## src/rtl/plab2_mem_blocking_cache_pkg.sv

```systemverilog
// plab2_mem_blocking_cache_pkg: vc mem message layouts, type codes and cache FSM state encodings
package plab2_mem_blocking_cache_pkg;
  localparam int REQ_NBITS = 77;
  localparam int RESP_NBITS = 45;
  localparam logic [2:0] TYPE_READ = 3'd0;
  localparam logic [2:0] TYPE_WRITE = 3'd1;
  localparam logic [2:0] IDLE = 3'd0;
  localparam logic [2:0] TC = 3'd1;
  localparam logic [2:0] RD_REQ = 3'd2;
  localparam logic [2:0] RD_WAIT = 3'd3;
  localparam logic [2:0] WR_REQ = 3'd4;
  localparam logic [2:0] WR_WAIT = 3'd5;
  localparam logic [2:0] RESP = 3'd6;
  typedef struct packed {
    logic [2:0] typ;
    logic [7:0] opaque;
    logic [31:0] addr;
    logic [1:0] len;
    logic [31:0] data;
  } mem_req_t;
  typedef struct packed {
    logic [2:0] typ;
    logic [7:0] opaque;
    logic [1:0] len;
    logic [31:0] data;
  } mem_resp_t;
  function automatic int tag_bits(input int num_lines);
    return 30 - $clog2(num_lines);
  endfunction
endpackage

```

## src/rtl/plab2_mem_cache_array.sv

```systemverilog
// plab2_mem_cache_array: valid/tag/data line arrays; ports clk, reset, idx, wen/wtag/wdata in, valid/tag/data combinational read out
module plab2_mem_cache_array #(
  parameter int NUM_LINES = 16,
  parameter int TW = 26
) (
  input  logic                         clk,
  input  logic                         reset,
  input  logic [$clog2(NUM_LINES)-1:0] idx,
  input  logic                         wen,
  input  logic [TW-1:0]                wtag,
  input  logic [31:0]                  wdata,
  output logic                         valid,
  output logic [TW-1:0]                tag,
  output logic [31:0]                  data
);
  logic [NUM_LINES-1:0] valids;
  logic [TW-1:0] tags [NUM_LINES];
  logic [31:0] words [NUM_LINES];
  assign valid = valids[idx];
  assign tag = tags[idx];
  assign data = words[idx];
  always_ff @(posedge clk) begin
    if (reset) valids <= '0;
    else if (wen) valids[idx] <= 1'b1;
  end
  always_ff @(posedge clk) begin
    if (wen) begin
      tags[idx] <= wtag;
      words[idx] <= wdata;
    end
  end
endmodule

```

## src/rtl/plab2_mem_blocking_cache.sv

```systemverilog
// plab2_mem_blocking_cache: direct-mapped blocking write-through no-write-allocate cache; cachereq/cacheresp to processor, memreq/memresp to memory
module plab2_mem_blocking_cache
  import plab2_mem_blocking_cache_pkg::*;
#(
  parameter int NUM_LINES = 16
) (
  input  logic                  clk,
  input  logic                  reset,
  input  logic [REQ_NBITS-1:0]  cachereq_msg,
  input  logic                  cachereq_val,
  output logic                  cachereq_rdy,
  output logic [RESP_NBITS-1:0] cacheresp_msg,
  output logic                  cacheresp_val,
  input  logic                  cacheresp_rdy,
  output logic [REQ_NBITS-1:0]  memreq_msg,
  output logic                  memreq_val,
  input  logic                  memreq_rdy,
  input  logic [RESP_NBITS-1:0] memresp_msg,
  input  logic                  memresp_val,
  output logic                  memresp_rdy
);
  localparam int IDX = $clog2(NUM_LINES);
  localparam int TW = tag_bits(NUM_LINES);
  logic [2:0] state, state_nxt;
  mem_req_t req;
  mem_resp_t mresp;
  logic [31:0] resp_data;
  logic [IDX-1:0] idx;
  logic [TW-1:0] tag, arr_tag;
  logic [31:0] arr_data;
  logic arr_valid, arr_wen, hit, is_wr, fill, unused_ok;
  assign mresp = memresp_msg;
  assign idx = req.addr[IDX+1:2];
  assign tag = req.addr[31:IDX+2];
  assign is_wr = req.typ == TYPE_WRITE;
  assign hit = arr_valid && arr_tag == tag;
  assign fill = state == RD_WAIT && memresp_val && memresp_rdy;
  assign arr_wen = (state == TC && is_wr && hit) || fill;
  assign unused_ok = &{1'b0, mresp.typ, mresp.opaque, mresp.len, req.len, req.addr[1:0]};
  plab2_mem_cache_array #(.NUM_LINES(NUM_LINES), .TW(TW)) array (
    .clk   (clk),
    .reset (reset),
    .idx   (idx),
    .wen   (arr_wen),
    .wtag  (tag),
    .wdata (state == TC ? req.data : mresp.data),
    .valid (arr_valid),
    .tag   (arr_tag),
    .data  (arr_data)
  );
  always_comb begin
    state_nxt = state;
    case (state)
      IDLE:    if (cachereq_val) state_nxt = TC;
      TC:      state_nxt = is_wr ? WR_REQ : hit ? RESP : RD_REQ;
      RD_REQ:  if (memreq_rdy) state_nxt = RD_WAIT;
      RD_WAIT: if (memresp_val) state_nxt = RESP;
      WR_REQ:  if (memreq_rdy) state_nxt = WR_WAIT;
      WR_WAIT: if (memresp_val) state_nxt = RESP;
      RESP:    if (cacheresp_rdy) state_nxt = IDLE;
      default: state_nxt = IDLE;
    endcase
  end
  always_ff @(posedge clk) begin
    state <= reset ? IDLE : state_nxt;
    if (cachereq_val && cachereq_rdy) req <= cachereq_msg;
    if (state == TC) resp_data <= is_wr ? 32'h0 : arr_data;
    if (fill) resp_data <= mresp.data;
  end
  assign cachereq_rdy = !reset && state == IDLE;
  assign memreq_val = !reset && (state == RD_REQ || state == WR_REQ);
  assign memresp_rdy = !reset && (state == RD_WAIT || state == WR_WAIT);
  assign cacheresp_val = !reset && state == RESP;
  assign memreq_msg = {req.typ, 8'h0, req.addr, 2'b00, is_wr ? req.data : 32'h0};
  assign cacheresp_msg = {req.typ, req.opaque, 2'b00, resp_data};
endmodule

```

## config.mk

```make
export PLATFORM = sky130hd
export DESIGN_NAME = plab2_mem_blocking_cache
export DESIGN_NICKNAME = d
export VERILOG_FILES = /design/src/rtl/plab2_mem_blocking_cache_pkg.sv /design/src/rtl/plab2_mem_cache_array.sv /design/src/rtl/plab2_mem_blocking_cache.sv
export SDC_FILE = /design/constraint.sdc
export NUM_CORES = 1
export LEC_CHECK = 0
export BUFFER_PORTS_ARGS = -buffer_cell sky130_fd_sc_hd__buf_4
export CORE_MARGIN = 5
export CORE_UTILIZATION = 50
export DETAILED_ROUTE_END_ITERATION = 16
export PLACE_DENSITY = 0.78
export SYNTH_ARGS = -nofsm -noshare
export SYNTH_HDL_FRONTEND = slang
export SYNTH_SLANG_ARGS = --single-unit
export TNS_END_PERCENT = 1
```

## constraint.sdc

```tcl
create_clock -name clk -period 9.5 [get_ports clk]
set_input_delay 0.95 -clock clk [delete_from_list [all_inputs] [get_ports clk]]
set_output_delay 0.95 -clock clk [all_outputs]
set_load 0.005 [all_outputs]
```

==> results of run 1 <==
where the power goes:
| group | internal, µW | switching (µW) | total, µW |
|---|---|---|---|
| registers | 5220 | 79.1 | 5300 |
| logic | 376 | 392 | 769 |
| clock network | 2230 | 1760 | 3980 |
| total | 7820 | 2230 | 10100 |
metrics by stage:
stage	util, %	hold slack (ns)
after floorplan	-	0.422
after global placement	53.6	0.440
after detailed placement	53.6	0.448
after CTS	57.7	0.412
after global routing	57.7	0.416
final	57.7	0.449
worst max-delay path by stage:
stage / start / to / slack [ns] / cells after the start
2_1_floorplan: register / array.tags[0][0] / 0.36 / 15
3_3_place_gp: register / array.words[5][19] / 3.02 / 12
3_5_place_dp: register / array.words[5][23] / 2.99 / 12
4_1_cts: register / array.tags[5][15] / 2.95 / 12
5_1_grt: register / array.tags[5][15] / 2.63 / 12
6_report: register / array.tags[5][15] / 2.91 / 12
cell families after synthesis:
kind of cell	synth area share (%)
muxes	16.3
xor gates and xnor gates	0.739
AOI/OAI and AO/OA	2.49
buffers and inverters	2.29
and+or+nand+nor	2.16
DFF	76.0
other	0.00904
sequential cells by signal, summed over array words and instances, names as in the netlist, named ones only:
signal and flops:
cacheresp_msg 11, req 32, array.words 512, array.valids 16
array.tags 416, memreq_msg 32, state 3, resp_data 32
Yosys cell counts (8+ instances only):
master	number	share of area, %
a21oi_1	12	0.14
a22o_1	32	0.68
and2_1	36	0.54
buf_1	25	0.23
buf_2	17	0.21
buf_4	66	1.2
clkbuf_1	45	0.41
dfxtp_1	23	1.1
edfxtp_1	1035	75
inv_1	14	0.13
mux2_2	59	1.6
mux2i_1	52	1.3
mux4_2	247	13
nand2_1	29	0.26
nand2b_1	19	0.29
nor2_1	17	0.15
nor3_1	13	0.16
o21ai_0	13	0.16
o22ai_1	8	0.12
o41ai_2	8	0.31
xnor2_1	21	0.44
xor2_1	14	0.30
area by class of cell:
class / count / area (µm²) / area share, %
well taps: 1070 / 1340 / 2.82
diodes: 1 / 2.50 / 0.00528
repair buffers: 266 / 2030 / 4.29
flip-flops and latches: 1058 / 31600 / 66.5
clock buffers: 124 / 2720 / 5.73
clock inverters: 69 / 608 / 1.28
multi-input cells: 686 / 9110 / 19.2
inverters: 16 / 62.6 / 0.132
metal layers:
metal	track usage [%]	wire [µm]
met1	28.1	34900
met2	35.9	48400
met3	3.98	8790
met4	6.02	2660
met5	0	0
cells in the final DEF (no fill, tap or decap), types with 12 or more instances in the layout:
cell       instances
clkbuf_16        106
a22o_1            32
mux4_2           247
buf_4            263
clkbuf_1          18
dfxtp_1           19
mux2i_1           52
nand2b_1          19
clkinv_2          19
o21ai_0           13
edfxtp_1        1035
nor2_1            16
xnor2_1           21
xor2_1            14
mux2_2            59
and2_1            35
a21oi_1           12
nand2_1           29
clkinv_1          23
conb_1            12
==> flow_summary.yaml, run 1 <==
final_layout:
  layout.cells.non_filler: 3290
  area_growth_pct: 14.4
  fillers: 5725
  fin_area_mm2: 0.0474
  final_layout_size_suffix_gt1_share_pct: 34.8
  fin_nets: 2260
cts:
  cts_buffers: 104
  clock_sinks: 1058
  post-cts-setup-buffers: 0
  htreeDepth: 3
  cts_tree: "yes"
  cts_root_buffer: "clkbuf_16"
  clk_path_buf_depth: 3
  post_cts_resize_count: 0
  clkTransAtPathRegs_ns: 0.06
  clkLatencyLatePin_ns: 0.68
  postCtsHoldBufs: 0
worst_hold_path:
  hold_path_depth: 1
  hold_class: "input port to register"
  hp-start: "cachereq_msg[9]"
  whs_endpoint: "req[9]"
die:
  initial_utilization_pct: 50.4
  io_pins: 254
  die_area_mm2: 0.0888
  die_h_um: 298
  core_mm2: 0.0822
  row_count: 105
  die_w_um: 298
worst_setup_path:
  cp_max_fo: 86
  end_kind: "register"
  path_class: "register to register"
  critical_path_arrival_ns: 6.85
  crit_top_cell: "buf_4"
  path_buf_inv: 3
  worstReg2RegEnd: "array.tags[5][15]"
  worstPathRequired_ns: 9.77
  crit_path_cell_trace: "buf_12 -> mux4_2 -> mux2i_1 -> o32ai_1 -> a221oi_1 -> o2111ai_1 -> or4_4 -> nor4_4 -> nor2_2 -> buf_4 -> nor3_2 -> buf_4"
  reg2reg_depth: 12
  slowest_stage: "nor3_2"
  start_kind: "register"
  slowest_delay_ns: 1.13
  reg2reg_setup_slack_ns: 2.91
  critPathTopFamily: "simple AND/OR/NAND/NOR gates"
route:
  num_vias: 20235
  drtIter0Drc: 2243
  drc: 0
  totalWireLength_mm: 94.7
  wl_per_cell_um: 28.8
  vias_per_cell: 6.15
  antenna_left: 0
  first_pass_iters: 6
yosys:
  ys_warn_count: 0
  syn_inst: 1906
  synth_cell_type_count: 64
  ys_ff_latch: 1058
  synthArstFlopShare_pct: 0
  avgSynthCellArea_um2: 21.8
  synth-seq-area-share_pct: 76.0
  synth_edf_count: 1035
  netlist_area_mm2: 0.0415
  ys.flop_type: "edfxtp_1"
placed_design:
  dpl-instance-area_mm2: 0.0441
  dp_hpwl_mm: 49.4
  dp.cells: 3096
  post-place-ws_ns: 2.99
  io_buffers: 226
  gp_congestion: 0.750
power:
  ir_drop_uv: 140
  finalPower_uw: 10100
  power.leakage_uw: 0.0155
  powerDensity_mw_per_mm2: 212
outcome:
  status: "complete, no violations"
sta:
  finClkSkew_ns: 0.0568
  period_needed_ns: 6.59
  setup_viol: 0
  min_period_over_period_pct: 69.3
  fmax_mhz: 152
  rsz0062_at_grt: "false"
  slew_viol_final: 0
  max_slew.worst_pin.slew_ns: 1.40
  hold_viol: 0
  setup_ws_ns: 2.91
  tns_ns: 0
  timing.slew.headroom_pct: 5.91
run:
  cap_violations: 0
global_route:
  grt_pass1_wl_mm: 140
  gr-usage-all-layers_pct: 21.1
  antenna_found_initial: 0
  grt_max_degree: 177
  grt_pass1_vias: 21521
  overflow: 0
Note: power is estimated with default switching activity, not from simulation.
==> run 2, diff against run 1 <==
Settings changed: PLACE_DENSITY 0.78 to 0.76.
Clock period 9.5 ns to 6.13 ns, I/O delays scaled along.
==> flow_summary.yaml, run 2 (synthesized netlist as in run 1, its figures left out) <==
outcome:
  status: "complete, no violations"
die:
  core_mm2: 0.0822
  io_pins: 254
  row_count: 105
  die_h_um: 298
  die_w_um: 298
  initial_utilization_pct: 50.4
  die_area_mm2: 0.0888
power:
  swShare_pct: 21.7
  internal-power_uw: 12100
  clkPwrFrac_pct: 39.0
  power.share.sequential_pct: 53.2
  powerDensity_mw_per_mm2: 323
  power.switching_uw: 3350
  finalPower_uw: 15400
  ir_drop_uv: 250
  power.leakage_uw: 0.0156
  p_comb_share_pct: 7.8
final_layout:
  post-route-util_pct: 58.0
  fin_nets: 2283
  final_layout_size_suffix_gt1_share_pct: 35.0
  multi_input_area_mm2: 0.00913
  n_antenna_cell: 0
  top_register: "array.words"
  mostFrequentLayoutCell: "edfxtp_1"
  largest_register_ffs: 512
  seq_area_mm2: 0.0316
  layout_common_cells: "edfxtp_1 (1035), buf_4 (270), mux4_2 (247)"
  area_growth_pct: 15.1
  fillers: 5757
  top_regs: "array.words x512, array.tags x416"
placed_design:
  io_buffers: 226
  gp_congestion: 0.769
  dp_hpwl_mm: 49.4
sta:
  slew_viol_final: 0
  fmax_mhz: 193
  min_period_over_period_pct: 84.6
  hold_viol: 0
  rsz0062_at_grt: "false"
  max_slew.worst_pin.slew_ns: 1.19
  setup_viol: 0
  finClkSkew_ns: 0.0261
  timing.slew.headroom_pct: 20.8
  period_needed_ns: 5.19
  tns_ns: 0
global_route:
  gr-usage-all-layers_pct: 20.8
  grt_pass1_wl_mm: 138
  grt_max_degree: 70
  antenna_found_initial: 2
  overflow: 0
  grt_pass1_vias: 21085
worst_setup_path:
  slowest_delay_ns: 0.78
  path_class: "register to register"
  critical_path_arrival_ns: 5.50
  cp_max_fo: 34
  crit_top_cell: "buf_4"
  crit_path_cell_trace: "buf_4 -> mux4_2 -> and2_1 -> a211oi_1 -> nor3_1 -> nand4b_1 -> or4bb_1 -> nor4_4 -> nor2_2 -> buf_4 -> nor4_4 -> buf_4"
  slowest_stage: "dfxtp_4"
  end_kind: "register"
  worstPathRequired_ns: 6.45
  start_kind: "register"
route:
  drtIter0Drc: 2170
  wl_per_cell_um: 28.2
  first_pass_iters: 5
  num_vias: 20118
  vias_per_cell: 6.09
  antenna_left: 0
  drc: 0
  totalWireLength_mm: 93.2
cts:
  post_cts_resize_count: 0
  clkLatencyLatePin_ns: 0.67
  cts_tree: "yes"
  clkTransAtPathRegs_ns: 0.07
  clk_path_buf_depth: 3
  post-cts-setup-buffers: 0
  clock_sinks: 1058
  cts_root_buffer: "clkbuf_16"
  postCtsHoldBufs: 0
  htreeDepth: 3
  cts_buffers: 102
worst_hold_path:
  hold_class: "input port to register"
run:
  cap_violations: 0
run 2: cell count changes in the layout (fill, tap and decap cells not counted), moves of 5 or more:
| cell | delta |
|---|---|
| buf_12 | +18 |
| buf_4 | +7 |
| clkbuf_1 | +6 |
| clkinv_2 | -6 |
| clkinvlp_4 | -5 |
run 2: path summary, 6_finish.rpt:
kind	start	endpoint	slack [ns]	cells past startpoint
setup reg to reg	register	array.words[3][31]	0.94	12
hold / removal	cachereq_msg[55]	memreq_msg[55]	0.12	1
setup / recovery	register	array.words[3][31]	0.94	12
hold reg to reg	array.valids[10]	array.valids[10]	0.47	2
run 2: cell type report:
| cell class | instances | share of cell area [%] |
|---|---|---|
| clock inverter | 54 | 1.01 |
| sequential | 1058 | 66.1 |
| tap | 1070 | 2.80 |
| inverter | 16 | 0.131 |
| clock buffer | 130 | 5.70 |
| multi-input combinational | 686 | 19.1 |
| timing repair buffer | 291 | 5.13 |
run 2: power groups by stage:
stage	clock (µW)	sequential [µW]	combinational (µW)
finish	6020	8210	1200
CTS	6120	8220	1220
detailed placement	0	8370	1200
global placement	0	8360	1170
floorplan	0	8290	868
global route	6440	8220	1290
run 2: per-stage QoR:
stage               cells  hold WS, ns  setup slack [ns]  area [µm²]
finish               3305        0.123             0.942       47700
CTS                  3305       0.0723             0.913       47700
detailed placement   3121        0.454             0.941       44500
global route         3305       0.0885             0.624       47700
global placement     3121        0.436             0.991       44500
floorplan            1917        0.422             -1.46       41500
run 2: layer usage:
metal | up-vias | routed length, µm | GRT usage [%]
li1 | 8373 | - | -
met1 | 10613 | 36200 | 28.6
met2 | 963 | 47100 | 35.1
met3 | 169 | 7580 | 3.30
met4 | 0 | 2260 | 5.84
met5 | - | 0 | 0
run 2: worst max-delay path: cells and delay by family, from the launching register on:
| kind | cells | cell delay [ns] |
|---|---|---|
| muxes | 1 | 0.55 |
| and+or+nand+nor | 7 | 1.91 |
| DFF | 1 | 0.78 |
| buffers and inverters | 3 | 1.19 |
| AOI/OAI and AO/OA | 1 | 0.34 |
